## config.mk

```make
export PLATFORM = sky130hd
export DESIGN_NAME = monitor_event_stamper
export DESIGN_NICKNAME = d
export VERILOG_FILES = /design/src/rtl/monitor_event_pkg.sv /design/src/rtl/monitor_event_fifo.sv /design/src/rtl/monitor_event_stamper.sv
export SDC_FILE = /design/constraint.sdc
export NUM_CORES = 1
export LEC_CHECK = 0
export ABC_CLOCK_PERIOD_IN_PS = 16200
export CORE_ASPECT_RATIO = 0.9
export CORE_MARGIN = 3
export CORE_UTILIZATION = 55
export CTS_BUF_LIST = sky130_fd_sc_hd__clkbuf_4
export CTS_CLUSTER_DIAMETER = 50
export CTS_CLUSTER_SIZE = 8
export DETAILED_ROUTE_END_ITERATION = 10
export PLACE_DENSITY = 0.78
export SLEW_MARGIN = 5
export SYNTH_ARGS = -nofsm -noshare
export SYNTH_HDL_FRONTEND = slang
export SYNTH_SLANG_ARGS = --single-unit
```

## constraint.sdc

```tcl
create_clock -name clk -period 16.2 [get_ports clk]
set_input_delay 2.43 -clock clk [delete_from_list [all_inputs] [get_ports clk]]
set_output_delay 2.43 -clock clk [all_outputs]
set_load 0.02 [all_outputs]
```

## src/rtl/monitor_event_pkg.sv

```systemverilog
// Shared defaults and event record for the monitor ingress stamper.
// The optional drop counter is enabled by defining STAMPER_DROP_CNT_EN.
package monitor_event_pkg;

   localparam int MON_NUM_INPUTS = 3;
   localparam int MON_DATA_W     = 64;
   localparam int MON_TS_W       = 64;
   localparam int MON_DEPTH      = 4;

   typedef struct packed {
      logic [MON_TS_W-1:0]                  ts;
      logic [MON_NUM_INPUTS-1:0]            new_mask;
      logic [MON_NUM_INPUTS*MON_DATA_W-1:0] data;
   } mon_event_t;

endpackage

```

## src/rtl/monitor_event_fifo.sv

```systemverilog
// Register-array FIFO over an arbitrary packed record type.
// Occupancy comes from read/write pointers that carry one extra wrap bit.
module monitor_event_fifo
   import monitor_event_pkg::*;
#(
   parameter type T     = mon_event_t,
   parameter int  DEPTH = MON_DEPTH,
   localparam int AW    = $clog2(DEPTH)
) (
   input  logic        clk,
   input  logic        rst,
   input  logic        push,
   input  T            push_data,
   input  logic        pop,
   output T            head,
   output logic        full,
   output logic        empty,
   output logic [AW:0] level
);

   T            mem [DEPTH];
   logic [AW:0] wr_ptr;
   logic [AW:0] rd_ptr;

   always_ff @(posedge clk or negedge rst) begin
      if (!rst) begin
         wr_ptr <= '0;
         rd_ptr <= '0;
      end else begin
         if (push) wr_ptr <= wr_ptr + 1'b1;
         if (pop)  rd_ptr <= rd_ptr + 1'b1;
      end
   end

   // Storage needs no reset: entries are only observed between push and pop.
   always_ff @(posedge clk) begin
      if (push) mem[wr_ptr[AW-1:0]] <= push_data;
   end

   assign head  = mem[rd_ptr[AW-1:0]];
   assign level = wr_ptr - rd_ptr;
   assign empty = (wr_ptr == rd_ptr);
   assign full  = (level == (AW+1)'(DEPTH));

endmodule

```

## src/rtl/monitor_event_stamper.sv

```systemverilog
// Ingress stage: timestamps sampled input events and queues them for the core.
// Define STAMPER_DROP_CNT_EN to expose the saturating drop_cnt output.
module monitor_event_stamper
   import monitor_event_pkg::*;
#(
   parameter int NUM_INPUTS = MON_NUM_INPUTS,
   parameter int DATA_W     = MON_DATA_W,
   parameter int TS_W       = MON_TS_W,
   parameter int DEPTH      = MON_DEPTH
) (
   input  logic                         clk,
   input  logic                         rst,
   input  logic                         en,
   input  logic [NUM_INPUTS*DATA_W-1:0] in_data,
   input  logic [NUM_INPUTS-1:0]        in_new,
   output logic                         ev_valid,
   input  logic                         ev_ready,
   output logic [NUM_INPUTS*DATA_W-1:0] ev_data,
   output logic [NUM_INPUTS-1:0]        ev_new,
   output logic [TS_W-1:0]              ev_ts,
   output logic [$clog2(DEPTH):0]       level,
   output logic                         overflow
`ifdef STAMPER_DROP_CNT_EN
   ,
   output logic [15:0]                  drop_cnt
`endif
);

   typedef struct packed {
      logic [TS_W-1:0]              ts;
      logic [NUM_INPUTS-1:0]        new_mask;
      logic [NUM_INPUTS*DATA_W-1:0] data;
   } ev_t;

   logic [TS_W-1:0]              ts;
   logic [NUM_INPUTS*DATA_W-1:0] masked;
   ev_t                          cap_ev;
   ev_t                          head;
   logic                         capture;
   logic                         push;
   logic                         pop;
   logic                         drop;
   logic                         full;
   logic                         empty;

   always_ff @(posedge clk or negedge rst) begin
      if (!rst)    ts <= '0;
      else if (en) ts <= ts + 1'b1;
   end

   always_comb begin
      masked = '0;
      for (int i = 0; i < NUM_INPUTS; i++) begin
         if (in_new[i]) masked[i*DATA_W +: DATA_W] = in_data[i*DATA_W +: DATA_W];
      end
   end

   assign cap_ev   = '{ts: ts, new_mask: in_new, data: masked};
   assign capture  = en & (|in_new);
   assign pop      = en & ev_valid & ev_ready;
   // A pop in the same cycle frees the slot the incoming event needs.
   assign push     = capture & (~full | pop);
   assign drop     = capture & full & ~pop;

   monitor_event_fifo #(
      .T     (ev_t),
      .DEPTH (DEPTH)
   ) u_fifo (
      .clk       (clk),
      .rst       (rst),
      .push      (push),
      .push_data (cap_ev),
      .pop       (pop),
      .head      (head),
      .full      (full),
      .empty     (empty),
      .level     (level)
   );

   assign ev_valid = ~empty;
   assign ev_data  = empty ? '0 : head.data;
   assign ev_new   = empty ? '0 : head.new_mask;
   assign ev_ts    = empty ? '0 : head.ts;

   always_ff @(posedge clk or negedge rst) begin
      if (!rst)      overflow <= 1'b0;
      else if (drop) overflow <= 1'b1;
   end

`ifdef STAMPER_DROP_CNT_EN
   always_ff @(posedge clk or negedge rst) begin
      if (!rst)                             drop_cnt <= '0;
      else if (drop && drop_cnt != 16'hFFFF) drop_cnt <= drop_cnt + 16'd1;
   end
`endif

endmodule

```

Word level (Yosys, flattened, before mapping)
Memory sizes are Yosys's and may differ from the RTL's.
Index checks and enable logic that the tools add are counted.
- register bits: 71
- RAM bits: 1036
- input bits: 199
- output and inout port bits: 264
- word-level logic and storage cells: 30
- memories kept: 1
- add/sub/neg operators: 4
- eq/ne operators: 2
- multiplexer cells: 8
- bitwise gates (word level): 10
- reductions and logical operators: 1
- memory list (memory ; depth ; bits a word ; read ports ; clocked after memory_dff ; write ports ; line ; source):
    u_fifo.mem ; 4 ; 259 ; 1 ; 0 ; 1 ; monitor_event_fifo.sv:21 ; T mem [DEPTH];
- operators by type and width (cell ; count):
    $mux 64 ; 4
    $mux 192 ; 1
    $add 64x1->64 const B ; 1
    $add 3x1->3 const B ; 2
    $and 1x1->1 ; 6
    $eq 3x3->1 ; 1
    $eq 3x3->1 const B ; 1
    $mux 3 ; 1
    $not 1->1 ; 3
    $reduce_or 3->1 ; 1
    $sub 3x3->3 ; 1
    $mux 1 ; 2
    $or 1x1->1 ; 1

Longest topological paths before layout
Gate-level depths: netlist (run 1).
- word-level depth: 8
- gate-level depth with buffers: 9
- mapped depth without buffers: 7

Cells and area by module
From an unflattened synthesis (run 1), not the netlist that was laid out.
- cell total of the unflattened synthesis: 2176
- area, all modules: 43837.0 um^2
- modules (own cells, without submodules) (module ; instances ; cells an instance ; area an instance (um^2) ; seq. area each (um^2)):
    monitor_event_fifo ; 1 ; 1391 ; 37776.2 ; 31260.0
    monitor_event_stamper ; 1 ; 785 ; 6060.8 ; 1626.6

Worst setup path before layout (run 1)
No wires, ideal clock.
- path kind: input to register
- from: in en
- to: mem u_fifo.mem[3][0] in the netlist's numbering, enable pin
- arrival time: 9.198 ns
- setup slack: 6.348 ns
- stages on the path: 5
- buffers on the path: 1
- cell sequence: buf_6 > nand2_1 > a31o_2 > a41oi_1 > and2_1
- cells in the longest elaborated chain, start to end: 6
- elaborated cells on any way between the ends: 7
- ends and longest elaborated chain (what ; line ; source):
    from (decl) ; monitor_event_stamper.sv:13 ; input logic en,
    $and 1x1->1 (2 in a row) ; monitor_event_stamper.sv:60 ; assign pop = en & ev_valid & ev_ready;
    $or 1x1->1 ; monitor_event_stamper.sv:62 ; assign push = capture & (~full | pop);
    $and 1x1->1 (*) ; monitor_event_stamper.sv:62 ;
    $mux 1 (*) ; monitor_event_fifo.sv:37 ; if (push) mem[wr_ptr[AW-1:0]] <= push_data;
    $mux 1 (implied by the code) (*) ; monitor_event_fifo.sv:37 ;
    to (decl) ; monitor_event_fifo.sv:21 ;
Every way passes the cells marked *; elsewhere a longest branch is shown, timed or not.

Worst setup path after layout (run 1)
- from: reg u_fifo.rd_ptr[1]
- to: out ev_data[111]
- cells in the longest elaborated chain, start to end: 2
- elaborated cells on any way between the ends: 3
- ends and longest elaborated chain (what ; line ; source):
    from (decl) ; monitor_event_fifo.sv:23 ; logic [AW:0] rd_ptr;
    from (signal assigned) ; monitor_event_fifo.sv:31 ; if (pop) rd_ptr <= rd_ptr + 1'b1;
    $mem_v2 4x259 / $eq 3x3->1 (equally long branches) ; - ;
    $mux 192 (*) ; monitor_event_stamper.sv:81 ; assign ev_data = empty ? '0 : head.data;
    to (decl) ; monitor_event_stamper.sv:18 ; output logic [NUM_INPUTS*DATA_W-1:0] ev_data,
Marks and branches as above.

==> results.md, run 1 <==
* Mapped Area at 43,700 um^2
* Post-route cell area at 51,200 um^2
* Status: finished, final reports clean
* Number of pins exceeding their max-slew limit in the final report at 0
* Min-delay worst type: reg -> reg
* Gpl congestion at 0.788
* Die height at 273 um
* Syn avg cell area at 20.0 um^2
* Static leakage at 16.8 nW
* DP Worst Slack at 8.80 ns
* Synth Register Bits at 1,107
* Reg-to-reg critical path startpoint: u_fifo.rd_ptr[1]
* PostCTS Resize Cnt at 0
* Starting density of the core at 55.8%
* Largest stage delay, worst path at 1.19 ns
* EDFF count, synth at 1,036
* Slew headroom at 21.1%
* Fin. Hold Viols at 0
* Avg WL per Cell at 24.7 um
* # fillers at 5,175
* Most frequent cells in the layout: edfxtp_1, clkdlybuf4s50_1, and2_1, mux4_2, clkbuf_4
* Die ar. at 82,800 um^2
* Worst-Skew Late Latency at 0.98 ns
* Setup ws final at 7.96 ns
* CP Capture Type: output port
* Critical path type: reg -> out
* Post-Route Utilization at 65.4%
* Ratio of cells with drive above 1 in the final layout at 19.0%
* # IOs at 463
* Ys Warns at 0
* Total congestion overflow at 0
* CTS Buf Count at 157
* Core area at 78,300 um^2
* Pwr/cell area at 200 nW/um^2
* Die Wd at 303 um
* ANT nets after route at 0
* Share of the synthesized area in the top cell type at 71.3%
* Post-synth ARST share at 6.41%
* Setup violations, final at 0
* Critical path cell sequence: inv_1 -> ha_1 -> nand3_4 -> buf_4 -> buf_4 -> and2_1 -> clkdlybuf4s50_1
* Max rail drop VDD at 177 uV
* Most common cell after layout, fill and taps aside: edfxtp_1
* Initial drt markers at 1,748
* CTS clk-pin slew, worst paths at 0.09 ns
* Min cycle time layout at 8.24 ns
* Ys flop type: edfxtp_1
* Vias after detailed routing at 22,056
* Hold_buf cts at 0
* Layout Skew at 0.0716 ns
* R2R depth at 7
* Synth area leaders: edfxtp_1, mux4_2, and2_1
* Required @ worst endpoint at 13.77 ns
* Rows at 97
* Max-cap violations at 0
* F_max at 0.121 GHz
* First-pass GRT wire length at 144 mm
* Largest net degree at the start of global routing at 155
* Max Root-Sink Buffers at 3
* Router iterations before antenna repair at 5
* Setup TNS at 0 ns
* CTS sink count at 1,107
* Hold Crit Depth at 1
* Pin slew with the least headroom to its limit at 1.18 ns
* Routed WL at 94.5 mm
* TritonCTS clock tree: done
* Layout area overhead at 17.2%
* Crit-path most repeated cell: buf_4
* # Post-CTS Setup Buffers at 0
* Distinct cells, synth at 37
* DRC Markers at 0
* Antenna violations before repair at 17
* Placed Area at 49,400 um^2
* GRT Overall Usage at 23.3%
* R2r endpoint: u_fifo.mem[3][104]
* Reg2reg setup slack at 10.41 ns
* Area leader, netlist: edfxtp_1
* Element type at the critical path start: flip-flop
* Total Nets Final at 2,921
* IO Port Bufs at 462
* Period utilization at 50.8%
* Post-DP HPWL at 57.2 mm
* Post-synth net total at 2,386
* Hold endpoint: u_fifo.rd_ptr[2]
* Via density at 5.76
* Root Buffer Master: clkbuf_4
* CP Data Arrival Time at 5.81 ns
* Hold Crit Start: u_fifo.rd_ptr[2]
* RSZ-0062 raised after global routing: false
* Sequential share of the synthesized area at 75.3%
* Final Power at 10.3 mW
* Crit-path max FO at 118
* Syn Inst Count at 2,178
* CP max stage cell: dfrtp_4
* Vias in the first global route at 23,453
* H-Tree Depth at 4
-- stage by stage --
step | hold WS, ns | cells
2_1_floorplan | 0.462 | 2178
3_3_place_gp | 0.479 | 3593
3_5_place_dp | 0.492 | 3593
4_1_cts | 0.507 | 3818
5_1_grt | 0.520 | 3826
6_report | 0.508 | 3831
-- where the power goes --
group          leakage (nW)  internal, mW  switching (mW)  total, mW
Sequential             10.3          3.82           0.206       4.03
Combinational          5.41          2.20            2.48       4.68
Clock                  1.04         0.652           0.893       1.55
-- Yosys cell counts (2+ instances only) --
cell type	instances
and2_1	459
and3_1	8
and4_1	4
buf_1	22
buf_2	18
buf_6	2
clkbuf_1	67
dfrtp_1	71
edfxtp_1	1036
ha_1	8
inv_1	13
mux2_2	2
mux4_2	259
nand2_1	29
nand3_1	23
nand4_1	17
nand4_2	2
nor2_1	28
nor3_1	14
nor4_1	8
nor4_4	2
or2_2	4
xnor2_1	33
xor2_1	36
-- worst max-delay path: cells and delay by family (launching register included) --
| family | cells | cell delay (ns) |
|---|---|---|
| buf+inv | 4 | 2.41 |
| flops | 1 | 1.19 |
| simple gates | 2 | 0.62 |
| fa+ha+maj | 1 | 0.38 |
-- state kept, by name, summed over array words and instances (netlist names) --
register       flops
u_fifo.rd_ptr      3
u_fifo.mem      1036
overflow           1
ts                64
u_fifo.wr_ptr      3
-- logic make-up after synthesis --
| kind of cell | count (synthesis) | synth area share (%) |
|---|---|---|
| flip-flops | 1107 | 75.3 |
| AND/OR/NAND/NOR | 605 | 8.38 |
| adder cells (fa/ha/maj) | 9 | 0.275 |
| XOR/XNOR | 69 | 1.38 |
| buffers and inverters | 122 | 1.13 |
| AO/OA/AOI/OAI | 5 | 0.0860 |
| multiplexers | 261 | 13.4 |
-- layer usage --
| layer | up-vias | GRT usage (%) | part of all wire, % | wire [um] |
|---|---|---|---|---|
| met5 | - | 0 | 0.043 | 41 |
| met4 | 6 | 8.98 | 3.1 | 2950 |
| met3 | 158 | 5.64 | 7.6 | 7150 |
| met2 | 816 | 37.8 | 51 | 48300 |
| met1 | 11431 | 30.7 | 38 | 36000 |
| li1 | 9645 | - | - | - |
-- how the worst max path moves through the flow --
stage                          start            endpoint  slack [ns]  cells after the start
floorplan                         en    u_fifo.mem[3][0]        6.35                      5
global placement                  en  u_fifo.mem[3][113]        8.90                      7
detailed placement                en  u_fifo.mem[3][110]        8.80                      7
CTS                 u_fifo.rd_ptr[1]        ev_data[113]        7.76                      7
global route        u_fifo.rd_ptr[1]        ev_data[104]        7.55                      7
finish              u_fifo.rd_ptr[1]        ev_data[111]        7.96                      7
-- layout make-up --
cell class / count / area [um^2] / share of cell area [%]
clock buffer: 208 / 1560 / 3.05
sequential: 1107 / 32900 / 64.3
timing repair buffer: 485 / 4830 / 9.44
multi-input combinational: 949 / 10300 / 20.1
inverter: 13 / 48.8 / 0.0954
tap: 1039 / 1300 / 2.54
antenna: 13 / 32.5 / 0.0636
clock inverter: 17 / 203 / 0.396
No activity file was read; power rests on OpenSTA's default activity.
==> run 2: changes to the inputs <==
- ABC_CLOCK_PERIOD_IN_PS: 16200 -> 7650
- clock period: 16.2 -> 7.65 ns (I/O delays scaled with it)
==> results.md, run 2 (same netlist as run 1, synthesis figures left out) <==
* ANT nets after route at 0 (unchanged)
* Max rail drop VDD at 422 uV (+140%)
* IO Port Bufs at 462 (unchanged)
* Die height at 273 um (unchanged)
* Layer carrying the most global-route usage: met2
* FF/Latch Area at 32,900 um^2 (unchanged)
* Max reg flops at 1,036 (unchanged)
* Total Nets Final at 2,921 (unchanged)
* Most frequent cells in the layout: edfxtp_1, clkdlybuf4s50_1, and2_1, mux4_2, clkbuf_4
* Psw at 7.57 mW (+110%)
* Initial drt markers at 2,021 (+16%)
* Post-Route Utilization at 65.4% (about the same)
* Met3 usage at 4.29% (-1.3 points)
* Layout Skew at 0.0892 ns (+0.0176 ns)
* Fin. Hold Viols at 0 (unchanged)
* Largest net degree at the start of global routing at 132 (-15%)
* Required @ worst endpoint at 6.50 ns (-7.27 ns)
* Min cycle time layout at 5.95 ns
* Pwr/cell area at 423 nW/um^2 (+110%)
* Most common cell after layout, fill and taps aside: edfxtp_1
* R2r endpoint: u_fifo.mem[2][16]
* Number of pins exceeding their max-slew limit in the final report at 0 (unchanged)
* Vias in the first global route at 23,233 (-0.94%)
* Hold Crit Start: u_fifo.rd_ptr[2]
* F_max at 0.168 GHz
* Slew headroom at 23.2% (+2.1 points)
* Reg-to-reg critical path startpoint: u_fifo.rd_ptr[1]
* Sw Share at 35.0% (+0.075 points)
* Comb power frac at 45.8% (about the same)
* Pin slew with the least headroom to its limit at 1.15 ns (-0.0321 ns)
* Starting density of the core at 55.8% (unchanged)
* Post-DP HPWL at 56.6 mm (-1.1%)
* CTS sink count at 1,107 (unchanged)
* Avg WL per Cell at 24.6 um (-0.35%)
* Multi-input gate area at 10,300 um^2 (unchanged)
* Setup violations, final at 0 (unchanged)
* Min-delay worst type: reg -> reg
* Antenna violations before repair at 16 (-1)
* Total congestion overflow at 0 (unchanged)
* Ratio of cells with drive above 1 in the final layout at 19.0% (-0.051 points)
* Crit-path max FO at 100 (-15%)
* Global-route track usage on met2 at 38.0% (+0.19 points)
* Die Wd at 303 um (unchanged)
* CTS clk-pin slew, worst paths at 0.08 ns (about the same)
* Met1 Resource Use GR at 30.8% (+0.16 points)
* DRC Markers at 0 (unchanged)
* R2R depth at 6 (-1)
* # Post-CTS Setup Buffers at 0 (unchanged)
* Rows at 97 (unchanged)
* Status: finished, final reports clean
* H-Tree Depth at 4 (unchanged)
* Max-cap violations at 0 (unchanged)
* Setup TNS at 0 ns (unchanged)
* Sequential share of power at 39.4% (about the same)
* RSZ-0062 raised after global routing: false
* Routed WL at 94.2 mm (-0.35%)
* Die ar. at 82,800 um^2 (unchanged)
* Gpl congestion at 0.787 (-0.13%)
* Layout area overhead at 17.3% (about the same)
* CTS Buf Count at 157 (unchanged)
* TritonCTS clock tree: done
* First-pass GRT wire length at 143 mm (-0.62%)
* # IOs at 463 (unchanged)
* Element type at the critical path start: flip-flop
* Router iterations before antenna repair at 5 (unchanged)
* Max Root-Sink Buffers at 3 (unchanged)
* Critical path type: reg -> out
* Hold Crit Depth at 1 (unchanged)
* Vias after detailed routing at 22,079 (+0.10%)
* Int Power at 14.1 mW (+110%)
* Root Buffer Master: clkbuf_4
* Period utilization at 77.8%
* Reg2reg setup slack at 3.18 ns (-7.23 ns)
* CP Data Arrival Time at 4.81 ns (-1.00 ns)
* Worst-Skew Late Latency at 0.99 ns (about the same)
* Static leakage at 16.8 nW (about the same)
* Via density at 5.76 (+0.10%)
* Clock power share at 14.8% (-0.3 points)
* Hold endpoint: u_fifo.rd_ptr[2]
* # fillers at 5,195 (+0.39%)
* GRT Overall Usage at 23.0% (-0.21 points)
* Core area at 78,300 um^2 (unchanged)
* Critical path startpoint: u_fifo.rd_ptr[1]
* CP Capture Type: output port
-- run 2: worst max-delay path, stage by stage, from the launching register on --
cell             delay, ns
dfrtp_4               1.10
inv_1                 0.11
ha_1                  0.38
nand3_4               0.43
buf_4                 0.74
and2_1                0.30
clkdlybuf4s50_1       0.63
-- run 2: per-layer routing --
metal	vias to the layer above	routed length [um]	share of wire [%]
met5	-	13	0.014
met4	2	3160	3.4
met3	177	6040	6.4
met2	835	48600	52
met1	11426	36300	39
li1	9639	-	-
-- run 2: per-stage QoR --
step,instances,setup slack [ns],hold WS [ns],power (mW),cell area [um^2]
final,3831,1.70,0.491,21.6,51200
after global routing,3826,1.35,0.511,22.7,51200
after CTS,3815,1.52,0.492,21.9,51200
after detailed placement,3592,2.59,0.478,18.7,49500
after global placement,3592,2.59,0.467,18.6,49500
after floorplan,2178,1.64,0.462,14.3,43700
-- run 2: worst max-delay path by stage --
| stage | endpoint | slack, ns | depth (start not counted) |
|---|---|---|---|
| finish | ev_data[66] | 1.70 | 6 |
| global route | ev_data[80] | 1.35 | 6 |
| CTS | ev_data[58] | 1.52 | 6 |
| detailed placement | ev_data[58] | 2.59 | 6 |
| global placement | ev_new[0] | 2.59 | 6 |
| floorplan | u_fifo.mem[3][0] | 1.64 | 8 |
-- run 2: repair_timing --
action	in CTS	in global routing
gates resized for setup	0	0
hold buffers	1	0
endpoints found under the setup margin	0	0
hold endpoints to repair	32	0
-- run 2: layout make-up --
class                   count  area share (%)
diodes                     16          0.0782
clock buffers             205            3.01
clock inverters            17           0.301
inverters                  13          0.0953
multi-input cells         949            20.1
flip-flops and latches   1107            64.3
well taps                1039            2.54
repair buffers            485            9.61
-- run 2: power groups by stage --
stage          clock network (mW)  logic [mW]  registers [mW]
3_3_place_gp                    0        10.0            8.56
2_1_floorplan                   0        5.79            8.56
4_1_cts                      3.30        10.1            8.53
5_1_grt                      3.57        10.5            8.63
3_5_place_dp                    0        10.1            8.67
6_report                     3.21        9.91            8.52
==> run 3: changes to the inputs <==
- ABC_CLOCK_PERIOD_IN_PS: 7650 -> 5900
- clock period: 7.65 -> 5.9 ns (I/O delays scaled with it)
==> results.md, run 3 (same netlist as run 1, synthesis figures left out) <==
* Metal-1 WL at 36.8 mm (+1.4%)
* GRT Overall Usage at 23.3% (+0.23 points)
* Starting density of the core at 55.8% (unchanged)
* Initial drt markers at 1,808 (-11%)
* Final hold slack at 0.231 ns (-0.259 ns)
* Static leakage at 17.0 nW (+1.0%)
* Met3 wire length at 7.16 mm (+19%)
* Layout Skew at 0.0794 ns (-0.00982 ns)
* Rows at 97 (unchanged)
* Max-cap violations at 0 (unchanged)
* Hold endpoint: overflow
* Period utilization at 89.0%
* Reg-to-reg critical path startpoint: u_fifo.rd_ptr[1]
* F_max at 0.191 GHz
* Worst-Skew Late Latency at 1.02 ns (+0.03 ns)
* CTS Buf Count at 159 (+1.3%)
* ANT nets after route at 0 (unchanged)
* Gpl congestion at 0.791 (+0.52%)
* Post-DP HPWL at 58.8 mm (+4.0%)
* R2R depth at 6 (unchanged)
* Hold Crit Start: in_new[2]
* IO Port Bufs at 462 (unchanged)
* CP Data Arrival Time at 4.36 ns (-0.45 ns)
* Most common cell after layout, fill and taps aside: edfxtp_1
* Final Power at 28.5 mW (+31%)
* Largest net degree at the start of global routing at 160 (+21%)
* TritonCTS clock tree: done
* Highest Signal Layer: met5
* Die height at 273 um (unchanged)
* Placed Area at 49,700 um^2 (+0.54%)
* RSZ-0062 raised after global routing: false
* Post-Route Utilization at 65.8% (+0.44 points)
* Reg2reg setup slack at 1.87 ns (-1.31 ns)
* Status: finished, final reports clean
* Routed WL at 95.6 mm (+1.5%)
* Vias in the first global route at 23,552 (+1.4%)
* Vias after detailed routing at 22,141 (+0.28%)
* Layout area overhead at 18.1%
* Critical path startpoint: u_fifo.rd_ptr[1]
* Core area at 78,300 um^2 (unchanged)
* Max Root-Sink Buffers at 3 (unchanged)
* H-Tree Depth at 4 (unchanged)
* Critical path type: reg -> out
* Router iterations before antenna repair at 5 (unchanged)
* Avg WL per Cell at 24.9 um (+1.1%)
* Hold Crit Depth at 3 (+2)
* Antenna violations before repair at 14 (-2)
* Slew headroom at 16.8% (-6.4 points)
* Routed met2 length at 48.5 mm (-0.29%)
* Number of pins exceeding their max-slew limit in the final report at 0 (unchanged)
* Total congestion overflow at 0 (unchanged)
* Fin. Hold Viols at 0 (unchanged)
* Die Wd at 303 um (unchanged)
* Post-route cell area at 51,500 um^2 (+0.68%)
* Setup TNS at 0 ns (unchanged)
* CTS clk-pin slew, worst paths at 0.09 ns (about the same)
* CP Capture Type: output port
* CTS sink count at 1,107 (unchanged)
* # Post-CTS Setup Buffers at 0 (unchanged)
* Setup violations, final at 0 (unchanged)
* Pwr/cell area at 552 nW/um^2 (+31%)
* Die ar. at 82,800 um^2 (unchanged)
* Required @ worst endpoint at 5.02 ns (-1.48 ns)
* Ratio of cells with drive above 1 in the final layout at 19.5% (+0.52 points)
* Total Nets Final at 2,940 (+0.65%)
* First-pass GRT wire length at 143 mm (+0.29%)
* Root Buffer Master: clkbuf_4
* Max rail drop VDD at 634 uV (+50%)
* Min cycle time layout at 5.25 ns
* R2r endpoint: u_fifo.mem[3][87]
* Element type at the critical path start: flip-flop
* DRC Markers at 0 (unchanged)
* Crit-path max FO at 159 (+59%)
* Pin slew with the least headroom to its limit at 1.25 ns (+0.0962 ns)
* Max reg flops at 1,036 (unchanged)
* Min-delay worst type: in -> reg
* # IOs at 463 (unchanged)
* Most frequent cells in the layout: edfxtp_1, clkdlybuf4s50_1, and2_1, mux4_2, clkbuf_4
* Via density at 5.76 (-0.11%)
[run 3: cell types whose count changed in the layout (fill, tap and decap cells not counted), sizes merged]
cell      previous run  this run
buf                 26        43
bufinv               2         5
diode               16        13
clkinv               4         6
clkinvlp             4         2
inv                 20        18
[run 3: critical path, stage by stage (launching register included)]
cell and delay (ns):
dfrtp_4 1.06, buf_12 0.61, mux4_2 0.40, and2_1 0.23, clkdlybuf4s50_1 0.63
[run 3: stage by stage]
step | worst slack [ns] | std cells
floorplan | -0.111 | 2178
global placement | 1.75 | 3609
detailed placement | 1.66 | 3609
CTS | 0.634 | 3833
global route | 0.527 | 3844
finish | 0.652 | 3846
[run 3: timing repair]
action | 4_1_cts | 5_1_grt
resized for setup | 0 | 0
endpoints found under the hold margin | 28 | 0
hold buffers | 1 | 0
setup endpoints to repair | 0 | 0
[run 3: worst max-delay path by stage]
stage / depth (start not counted) / to / slack [ns]
2_1_floorplan: 8 / u_fifo.mem[3][0] / -0.11
5_1_grt: 4 / ev_data[75] / 0.53
4_1_cts: 4 / ev_data[85] / 0.63
6_report: 4 / ev_data[75] / 0.65
3_3_place_gp: 6 / u_fifo.mem[1][187] / 1.75
3_5_place_dp: 6 / u_fifo.mem[1][185] / 1.66
[run 3: final cells by class]
type	instances	area [um^2]
sequential	1107	32900
fill	5125	26700
multi-input combinational	949	10300
timing repair buffer	502	5180
clock buffer	205	1540
tap	1039	1300
clock inverter	18	243
inverter	13	48.8
antenna	13	32.5
[run 3: routing by layer]
metal | up-vias | GRT usage, %
li1 | 9659 | -
met2 | 853 | 37.8
met4 | 6 | 9.07
met1 | 11453 | 31.0
met3 | 170 | 5.28
met5 | - | 0
[run 3: power breakdown]
part | switching (mW) | internal [mW] | leakage, nW
combinational | 6.98 | 6.21 | 5.57
sequential | 0.510 | 10.5 | 10.3
clock | 2.48 | 1.82 | 1.06
